## src/rtl/nibble_serial_add16.sv

```systemverilog
`default_nettype none
// ============================================================================
// Module   : nibble_serial_add16 (with helper rca4)
// Brief    : 16-bit adder that reuses one 4-bit ripple-carry adder over four
//            cycles, LSB nibble first, with registered sum/carry/overflow.
// Revision : 1.0 - initial release
// ============================================================================

module rca4 (
   input  logic [3:0] a,
   input  logic [3:0] b,
   input  logic       ci,
   output logic [3:0] s,
   output logic       co
);
   logic [4:0] w_c;

   assign w_c[0] = ci;

   generate
      for (genvar i = 0; i < 4; i++) begin : g_bit
         assign s[i]     = a[i] ^ b[i] ^ w_c[i];
         assign w_c[i+1] = (a[i] & b[i]) | (w_c[i] & (a[i] ^ b[i]));
      end
   endgenerate

   assign co = w_c[4];
endmodule

module nibble_serial_add16 (
   input  logic        clk,
   input  logic        reset,
   input  logic        start,
   input  logic [15:0] a,
   input  logic [15:0] b,
   input  logic        ci,
   output logic [15:0] s,
   output logic        co,
   output logic        ovf,
   output logic        busy,
   output logic        done
);
   typedef enum logic [1:0] {
      ST_IDLE = 2'd0,
      ST_ADD  = 2'd1,
      ST_DONE = 2'd2
   } state_t;

   state_t      r_state;
   state_t      w_next_state;

   logic [15:0] r_a;
   logic [15:0] r_b;
   logic [15:0] r_acc;
   logic [1:0]  r_k;
   logic        r_carry;
   logic [15:0] r_s;
   logic        r_co;
   logic        r_ovf;
   logic        r_busy;
   logic        r_done;

   logic [3:0]  w_nib_idx;
   logic [3:0]  w_rca_s;
   logic        w_rca_co;
   logic [15:0] w_acc_next;

   assign w_nib_idx = {r_k, 2'b00};

   rca4 u_rca4 (
      .a  (r_a[w_nib_idx +: 4]),
      .b  (r_b[w_nib_idx +: 4]),
      .ci (r_carry),
      .s  (w_rca_s),
      .co (w_rca_co)
   );

   // Accumulator with the current nibble merged in, so the final edge can
   // publish the complete sum without a second cycle.
   always_comb begin
      w_acc_next                  = r_acc;
      w_acc_next[w_nib_idx +: 4]  = w_rca_s;
   end

   always_comb begin
      w_next_state = r_state;
      case (r_state)
         ST_IDLE: if (start)        w_next_state = ST_ADD;
         ST_ADD:  if (r_k == 2'd3)  w_next_state = ST_DONE;
         ST_DONE:                   w_next_state = ST_IDLE;
         default:                   w_next_state = ST_IDLE;
      endcase
   end

   always_ff @(posedge clk) begin
      if (reset) begin
         r_state <= ST_IDLE;
         r_a     <= 16'h0000;
         r_b     <= 16'h0000;
         r_acc   <= 16'h0000;
         r_k     <= 2'd0;
         r_carry <= 1'b0;
         r_s     <= 16'h0000;
         r_co    <= 1'b0;
         r_ovf   <= 1'b0;
         r_busy  <= 1'b0;
         r_done  <= 1'b0;
      end else begin
         r_state <= w_next_state;
         r_busy  <= (w_next_state == ST_ADD);
         r_done  <= (w_next_state == ST_DONE);
         case (r_state)
            ST_IDLE: begin
               if (start) begin
                  r_a     <= a;
                  r_b     <= b;
                  r_k     <= 2'd0;
                  r_carry <= ci;
               end
            end
            ST_ADD: begin
               r_acc   <= w_acc_next;
               r_carry <= w_rca_co;
               r_k     <= r_k + 2'd1;
               if (r_k == 2'd3) begin
                  r_s   <= w_acc_next;
                  r_co  <= w_rca_co;
                  r_ovf <= (r_a[15] == r_b[15]) && (w_acc_next[15] != r_a[15]);
               end
            end
            default: ;
         endcase
      end
   end

   assign s    = r_s;
   assign co   = r_co;
   assign ovf  = r_ovf;
   assign busy = r_busy;
   assign done = r_done;
endmodule

`default_nettype wire

```

## config.mk

```make
export PLATFORM = sky130hd
export DESIGN_NAME = nibble_serial_add16
export DESIGN_NICKNAME = d
export VERILOG_FILES = /design/src/rtl/nibble_serial_add16.sv
export SDC_FILE = /design/constraint.sdc
export NUM_CORES = 1
export LEC_CHECK = 0
export BUFFER_PORTS_ARGS = -buffer_cell sky130_fd_sc_hd__clkbuf_2
export CAP_MARGIN = 0
export CORE_ASPECT_RATIO = 1.4
export CORE_MARGIN = 2
export CORE_UTILIZATION = 38
export CTS_CLUSTER_SIZE = 20
export DETAILED_ROUTE_END_ITERATION = 16
export GPL_ROUTABILITY_DRIVEN = 1
export REMOVE_ABC_BUFFERS = 1
export SETUP_SLACK_MARGIN = 0.05
export SYNTH_ARGS = -nofsm -noshare
export SYNTH_HDL_FRONTEND = slang
export SYNTH_SLANG_ARGS = --single-unit
export TNS_END_PERCENT = 30
```

## constraint.sdc

```tcl
create_clock -name clk -period 4.5 [get_ports clk]
set_input_delay 0.675 -clock clk [delete_from_list [all_inputs] [get_ports clk]]
set_output_delay 0.675 -clock clk [all_outputs]
set_load 0.01 [all_outputs]
```

==> results.cfg, run 1 <==
[global_routing]
antenna_found_initial = 0
grt_usage = 0.166
grt_pass1_vias = 2707
grt_pass1_wl_mm = 12.9
overflow = 0
grt_start_max_net_pins = 49

[drt]
via_per_inst = 5.21
vias = 2658
drt_wl_total_mm = 7.52
firstDrtPassIters = 4
drc = 0
drt_iter0_drc = 156
final_antenna_net_count = 0
met2_length_mm = 3.88
wl_per_cell_um = 14.8
dr.max_layer_used = met4
wl_met1_mm = 3.12
wl_met3_um = 337

[sta]
setup_viol = 0
rsz0062_at_grt = false
tightest_slew_ns = 1.13
skew_ns = 0.00587
timing.final.crit_period_ns = 3.51
setup_tns_ns = 0
fmax_mhz = 285
maxSlewHeadroom = 0.248
final-max-slew-violation-count = 0
finalHoldViolations = 0
period_share = 0.779

[setup_path]
crit_path_start_kind = flip-flop
cp.arrival_ns = 3.74
worstReg2RegStart = r_k[0]
cp-end-kind = flip-flop
r2r_cells = 12
reg2reg_to = s[15]
critical_path_class = flip-flop to flip-flop
rrSetupSlack_ns = 0.99
crit_start = r_k[0]
worstSetupEndpoint = s[15]
cp.required_ns = 4.73
crit_fanout = 9

[synth]
synth-async-reset-ratio = 0
yosys_warnings = 0
synth.avg_cell_area_um2 = 9.42
synth_cell_type_count = 40
synth_flop_cell = dfxtp_1
syn_inst = 361
syn_area_um2 = 3400
ys_ff_latch = 73
synthTopCellsByArea = dfxtp_1 (43%), nand2_1 (7.7%), a21oi_1 (6.2%)
synth.most_common_cell = dfxtp_1
seq_area_frac_synth = 0.430
yosys-top-cells-count = dfxtp_1 (73), nand2_1 (70), a21oi_1 (42), nor2_1 (35), inv_1 (16)
synth_top_area_cell = dfxtp_1
synth_top_cell_area_share = 0.430
synth_enable_flop_cells = 0

[clock_tree]
cts.sinks = 73
cts.htree.levels = 3
ctsResizeCount = 0
clock_path_buffers = 2
cts_setup_buffers = 0
clk_pin_slew_ns = 0.05
hold_buffers = 0
numCtsBuffers = 9
cts_tree = done
cts_root_buf = clkbuf_16
clk_latency_ns = 0.33

[cells_and_area]
nNetsFinal = 446
stdcell_count = 510
antenna_cells = 0
syn_to_final_growth_pct = 16.3
final_core_util = 0.457
drive_gt1_frac = 0.247

[placement]
numPortBuffers = 55
gp_congestion = 0.804
place_hpwl_mm = 5.31
placed_cells = 494

[floorplanning]
ios = 56
start_util = 0.393
die_w_um = 84.0
dieArea_um2 = 9730
core_um2 = 8660
rows = 40
die_h_um = 116

[run]
max-cap-violations = 0

[pwr]
power_frac_seq = 0.398
pwr-share-comb = 0.093
p_leak_nw = 1.59
p_switching_w = 0.000382
ir_drop_uv = 216
p_per_area_nw_per_um2 = 441
sw_frac_of_total = 0.219
intPower_w = 0.00136
pwr-share-clk = 0.510

[hold_path]
min_path_type = flip-flop to flip-flop

[run_status]
status = finished clean
-- cell usage in the layout, fill, tap and decap left out, drive strengths merged, types with 2 or more instances in the layout --
master  instances
dfxtp          73
nand2          70
clkbuf         66
a21oi          42
nor2           35
inv            16
nor3           14
a221oi         11
a211oi         11
mux4            8
a32oi           8
ha              6
nand3b          5
nor2b           4
fa              4
bufinv          4
and4bb          4
mux2i           3
nand4           3
or3b            2
nand2b          2
buf             2
nor3b           2
-- routing by layer --
metal,track usage,vias to the layer above
met5,0,-
met4,0.0624,0
met3,0.0406,16
met2,0.307,75
met1,0.184,1234
li1,-,1333
-- power by group through the flow --
stage | sequential, W | combinational [W] | clock [W]
after floorplan | 0.000701 | 0.000102 | 0
after global placement | 0.000706 | 0.000160 | 0
after detailed placement | 0.000708 | 0.000162 | 0
after CTS | 0.000694 | 0.000163 | 0.000898
after global routing | 0.000697 | 0.000182 | 0.000925
final | 0.000693 | 0.000162 | 0.000888
-- worst min-delay path by stage --
stage                          from        end  slack (ns)  cells after the start
final                        r_b[9]     r_b[9]        0.45                      2
after global routing        r_b[13]    r_b[13]        0.48                      2
after CTS                 r_acc[14]  r_acc[14]        0.45                      2
after detailed placement  r_acc[14]  r_acc[14]        0.45                      2
after global placement    r_acc[12]  r_acc[12]        0.44                      2
after floorplan           r_acc[12]  r_acc[12]        0.43                      2
-- through the flow --
stage          hold WS, ns  power [W]  area, um2  setup slack, ns
2_1_floorplan        0.426   0.000803       3160             1.06
3_3_place_gp         0.440   0.000866       3580             1.02
3_5_place_dp         0.447   0.000870       3580            0.968
4_1_cts              0.455    0.00176       3960            0.963
5_1_grt              0.477    0.00180       3960            0.746
6_report             0.452    0.00174       3960            0.993
-- cell type report --
cell class                      count  area, um2
Clock buffer                       11        253
Clock inverter                      5        125
Fill cell                         857       4700
Inverter                           16       60.1
Multi-Input combinational cell    243       1630
Sequential cell                    73       1460
Tap cell                          105        131
Timing Repair Buffer               57        290
-- state kept, by name, indices dropped and copies added (netlist names) --
register,cells
busy,1
co,1
done,1
ovf,1
r_a,16
r_acc,16
r_b,16
r_carry,1
r_k,2
r_state,2
s,16
-- logic make-up after synthesis --
family | after synthesis | share of synthesized area
simple gates | 146 | 0.209
compound gates | 76 | 0.164
flops | 73 | 0.430
buf+inv | 45 | 0.0898
mux | 11 | 0.0618
fa+ha+maj | 10 | 0.0456
-- critical path, stage by stage, from the launching register on --
cell and delay, ns:
dfxtp_1 0.62, mux4_2 0.56, inv_1 0.09, fa_1 0.16
inv_1 0.05, fa_1 0.37, inv_1 0.08, fa_1 0.15
inv_1 0.05, fa_1 0.64, and4bb_2 0.30, mux2i_1 0.10
a211oi_1 0.24
No activity file was read; power rests on OpenSTA's default activity.
==> run 2, diff against run 1 <==
==> constraint.sdc (replaced) <==
create_clock -name clk -period 2.91 [get_ports clk]
set_input_delay 0.4365 -clock clk [delete_from_list [all_inputs] [get_ports clk]]
set_output_delay 0.4365 -clock clk [all_outputs]
set_load 0.01 [all_outputs]
==> run 2 against run 1 <==
Net effect:
- the run now ends with setup timing left
- wire length down 1.2%
- global-route usage down 0.37 points
- sequential cell count did not move
- register-to-register slack got worse by 1.0 ns
- die area is the same
- combinational power grew 67%
- design area shrank 0.25%
- via count down 0.15%
- worst setup slack got worse by 1.0 ns
- maximum frequency grew 20%
- sequential share of layout area increased by 0.22 points
- critical path type unchanged
- critical endpoint is now ovf
- largest cell class unchanged
- largest power group is now registers
==> results.cfg, run 2 (synthesis results as in run 1) <==
[floorplanning]
start_util = 0.393
die_w_um = 84.0
rows = 40
dieArea_um2 = 9730
ios = 56
core_um2 = 8660
die_h_um = 116

[drt]
drc = 0
drt_iter0_drc = 146
wl_per_cell_um = 14.3
via_per_inst = 5.12
vias = 2654
final_antenna_net_count = 0
drt_wl_total_mm = 7.43
firstDrtPassIters = 4

[global_routing]
grt_start_max_net_pins = 51
met2_usage = 0.286
antenna_found_initial = 0
top_usage_layer = met2
overflow = 0
grt_usage = 0.162
grtUsageMet3 = 0.0399
grt_pass1_vias = 2545
grt_pass1_wl_mm = 12.5
use_met1 = 0.188

[setup_path]
r2r_cells = 12
cp.arrival_ns = 3.14
crit_family = adder cells
crit_path_start_kind = flip-flop
cpPeakStageDelay_ns = 0.51
worstReg2RegStart = r_k[0]
crit_start = r_k[0]
cp-end-kind = flip-flop
crit_fanout = 4
cp_num_cells = 12
cp.required_ns = 3.12
worstPathCellList = mux4_2 > inv_2 > fa_1 > inv_1 > fa_2 > inv_2 > fa_2 > inv_1 > fa_1 > and4bb_2 > mux2i_1 > o211ai_2
critPathSlowestCell = mux4_2
critical_path_class = flip-flop to flip-flop
critPathBufInv = 4

[clock_tree]
clock_path_buffers = 2
cts.htree.levels = 3
cts_root_buf = clkbuf_16
numCtsBuffers = 9
cts_tree = done
clk_pin_slew_ns = 0.05
cts_setup_buffers = 0
cts.sinks = 73
clk_latency_ns = 0.33

[run_status]
status = complete, but fails checks
violations = setup timing

[cells_and_area]
layout_common_cells = dfxtp_1 (71), nand2_1 (70), clkbuf_2 (55)
regArea_um2 = 1470
final_common_cell = dfxtp_1
antenna_cells = 0
nFillCells = 874
syn_to_final_growth_pct = 16.0
drive_gt1_frac = 0.276
final_area_um2 = 3950
nNetsFinal = 454
stdcell_count = 518
multiInputGateArea_um2 = 1650

[sta]
finalHoldViolations = 0
rsz0062_at_grt = true
fmax_mhz = 341
setup_slack_ns = -0.0240
timing.final.crit_period_ns = 2.93
skew_ns = 0.00750
tightest_slew_ns = 0.539
whs_ns = 0.323
period_share = 1.01
final-max-slew-violation-count = 0
setup_viol = 3
maxSlewHeadroom = 0.640

[placement]
place_hpwl_mm = 5.36
numPortBuffers = 55
dp_slack_ns = -0.159
gp_congestion = 0.773
place_area_um2 = 3650
placed_cells = 502

[hold_path]
hold_path_depth = 3
min_path_type = primary input to flip-flop
hp-start = b[6]

[pwr]
ir_drop_uv = 345
p_per_area_nw_per_um2 = 595
p_leak_nw = 1.60

[run]
max-cap-violations = 0
[run 2: cell types whose count changed in the layout (fill, tap and decap cells not counted), sizes merged]
cell	previous run	this run
buf	2	10
bufinv	4	0
clkbuf	66	68
clkinv	1	3
[run 2: cell type report]
| type | instances | share of cell area |
|---|---|---|
| tap | 105 | 0.0333 |
| clock buffer | 13 | 0.0660 |
| clock inverter | 3 | 0.00381 |
| inverter | 16 | 0.0152 |
| sequential | 73 | 0.372 |
| multi-input combinational | 243 | 0.418 |
| timing repair buffer | 65 | 0.0920 |
[run 2: metrics by stage]
stage	setup TNS [ns]	power (W)	utilization
final	-0.0460	0.00235	0.456
after floorplan	-2.94	0.00124	-
after detailed placement	-0.588	0.00136	0.422
after global placement	-0.264	0.00135	0.422
after global routing	-0.600	0.00245	0.456
after CTS	-0.194	0.00237	0.455
[run 2: final timing paths]
path	end	slack [ns]
setup / recovery	ovf	-0.02
hold / removal	r_b[6]	0.32
setup reg to reg	ovf	-0.02
hold reg to reg	r_a[11]	0.45
[run 2: layer usage]
metal	routed length, um	up-vias
met1	3140	1238
met2	3830	59
met4	135	0
li1	-	1347
met3	323	10
met5	0	-
[run 2: tightest hold or removal path, stage by stage]
cell and delay [ns]:
clkbuf_2 0.08, nand2_1 0.04, a21oi_1 0.05
[run 2: where the power goes]
group | switching [W] | internal (W)
clock network | 0.000392 | 0.000619
registers | 0.0000275 | 0.00104
logic | 0.000162 | 0.000109
total | 0.000581 | 0.00177
[run 2: timing repair]
action | 4_1_cts | 5_1_grt
endpoints found under the setup margin | 8 | 10
pin swaps | 0 | 2
hold buffers | 0 | 0
resized for setup | 5 | 4
==> run 3, diff against run 2 <==
--- a/config.mk
+++ b/config.mk
@@ -5,14 +5,14 @@
 export SDC_FILE = /design/constraint.sdc
 export NUM_CORES = 1
 export LEC_CHECK = 0
-export BUFFER_PORTS_ARGS = -buffer_cell sky130_fd_sc_hd__clkbuf_2
 export CAP_MARGIN = 0
 export CORE_ASPECT_RATIO = 1.4
 export CORE_MARGIN = 2
 export CORE_UTILIZATION = 38
 export CTS_CLUSTER_SIZE = 20
 export DETAILED_ROUTE_END_ITERATION = 16
-export GPL_ROUTABILITY_DRIVEN = 1
+export DONT_BUFFER_PORTS = 1
+export GPL_ROUTABILITY_DRIVEN = 0
 export REMOVE_ABC_BUFFERS = 1
 export SETUP_SLACK_MARGIN = 0.05
 export SYNTH_ARGS = -nofsm -noshare
==> run 3 against run 2 <==
Net effect:
- the run still ends with setup timing left
- global-route usage down 0.66 points
- worst hold slack worse by 0.16 ns
- register-to-register slack worse by 0.03 ns
- clock skew down 0.00063 ns
- sequential cell count unchanged
- wire length down 3.0%
- sequential share of layout area up 2.7 points
- via count down 6.8%
- final cell count down 11%
- sequential power about the same
- total power up 1.2%
- critical path type unchanged
- largest power group is now the clock network
==> results.cfg, run 3 (synthesis results as in run 1) <==
[drt]
firstDrtPassIters = 4
drc = 0
dr.max_layer_used = met4
drt_wl_total_mm = 7.21
wl_met1_mm = 2.99
vias = 2473
via_per_inst = 5.34
wl_per_cell_um = 15.6
wl_met3_um = 452
drt_iter0_drc = 162
final_antenna_net_count = 0
met2_length_mm = 3.64

[floorplanning]
die_w_um = 84.0
core_um2 = 8660
rows = 40
start_util = 0.393
die_h_um = 116
ios = 56
dieArea_um2 = 9730

[run_status]
status = complete, but fails checks
violations = setup timing

[clock_tree]
clk_pin_slew_ns = 0.06
cts_tree = done
clk_latency_ns = 0.33
cts.sinks = 73
numCtsBuffers = 9
cts_setup_buffers = 0
clock_path_buffers = 2
cts_root_buf = clkbuf_16
cts.htree.levels = 3

[cells_and_area]
drive_gt1_frac = 0.157
syn_to_final_growth_pct = 8.06
final_core_util = 0.424
final_area_um2 = 3670
nNetsFinal = 398
final_common_cell = dfxtp_1
layout_common_cells = dfxtp_1 (72), nand2_1 (70), a21oi_1 (41)

[setup_path]
rrSetupSlack_ns = -0.06
critical_path_class = flip-flop to flip-flop
crit_start = r_k[0]
cp.arrival_ns = 3.18
crit_path_start_kind = flip-flop
crit_fanout = 4
reg2reg_to = s[15]
worstReg2RegStart = r_k[0]
cp.required_ns = 3.12
cp-end-kind = flip-flop
r2r_cells = 12

[placement]
numPortBuffers = 0
place_hpwl_mm = 4.96
place_area_um2 = 3350

[global_routing]
grt_pass1_vias = 2469
grt_usage = 0.155
overflow = 0
grt_start_max_net_pins = 76
grt_pass1_wl_mm = 12.0
antenna_found_initial = 1

[sta]
finalHoldViolations = 0
timing.final.crit_period_ns = 2.97
fmax_mhz = 337
final-max-slew-violation-count = 0
maxSlewHeadroom = 0.642
rsz0062_at_grt = true
period_share = 1.02
setup_viol = 3
skew_ns = 0.00687
setup_tns_ns = -0.156
setup_slack_ns = -0.0561
tightest_slew_ns = 0.537

[pwr]
pwr-share-comb = 0.097
p_total_w = 0.00237
p_leak_nw = 1.36
sw_frac_of_total = 0.236
intPower_w = 0.00181
p_switching_w = 0.000560
p_per_area_nw_per_um2 = 646
power_frac_seq = 0.449
ir_drop_uv = 406
pwr-share-clk = 0.454

[run]
max-cap-violations = 0

[hold_path]
min_path_type = primary input to flip-flop
hold_path_depth = 1
holdPathEnd = r_a[11]
hp-start = reset
## run 3: power by group through the flow
stage | Clock [W] | Combinational [W] | Sequential, W
after CTS | 0.00110 | 0.000229 | 0.00107
after floorplan | 0 | 0.000158 | 0.00108
after global routing | 0.00114 | 0.000258 | 0.00107
final | 0.00108 | 0.000231 | 0.00107
after detailed placement | 0 | 0.000224 | 0.00109
after global placement | 0 | 0.000220 | 0.00109
## run 3: routing by layer
layer | vias up | GRT usage
met1 | 1168 | 0.178
met4 | 0 | 0.0656
met5 | - | 0
met3 | 11 | 0.0541
met2 | 60 | 0.265
li1 | 1234 | -
## run 3: worst max-delay path by stage
stage,endpoint
floorplan,ovf
global placement,ovf
detailed placement,ovf
CTS,ovf
global route,s[15]
finish,s[15]
## run 3: repair_timing
item / 4_1_cts / 5_1_grt
gates cloned: 0 / 0
endpoints found under the hold margin: 0 / 0
gates resized for setup: 8 / 1
endpoints found under the setup margin: 11 / 9
pin swaps: 3 / 0
hold buffers: 0 / 0
## run 3: worst max-delay path, cell delays in order, from the launching register on
cell and delay, ns:
dfxtp_4 0.36, mux4_2 0.34, inv_2 0.04, fa_1 0.38
inv_1 0.08, fa_2 0.20, inv_2 0.04, fa_1 0.34
inv_1 0.08, fa_1 0.42, and4bb_2 0.27, mux2i_2 0.20
a211oi_1 0.10
## run 3: final cells by class
type,count,area (um2)
antenna,1,2.50
fill,880,4980
clock inverter,3,40.0
clock buffer,13,250
timing repair buffer,9,67.6
sequential,73,1470
tap,105,131
inverter,16,60.1
multi-input combinational,243,1660
## run 3: stage by stage
step / hold slack, ns / instances / worst slack, ns
floorplan: 0.426 / 332 / -0.531
global placement: 0.435 / 446 / -0.110
detailed placement: 0.441 / 446 / -0.208
CTS: 0.155 / 462 / -0.0805
global route: 0.154 / 463 / -0.164
finish: 0.166 / 463 / -0.0561
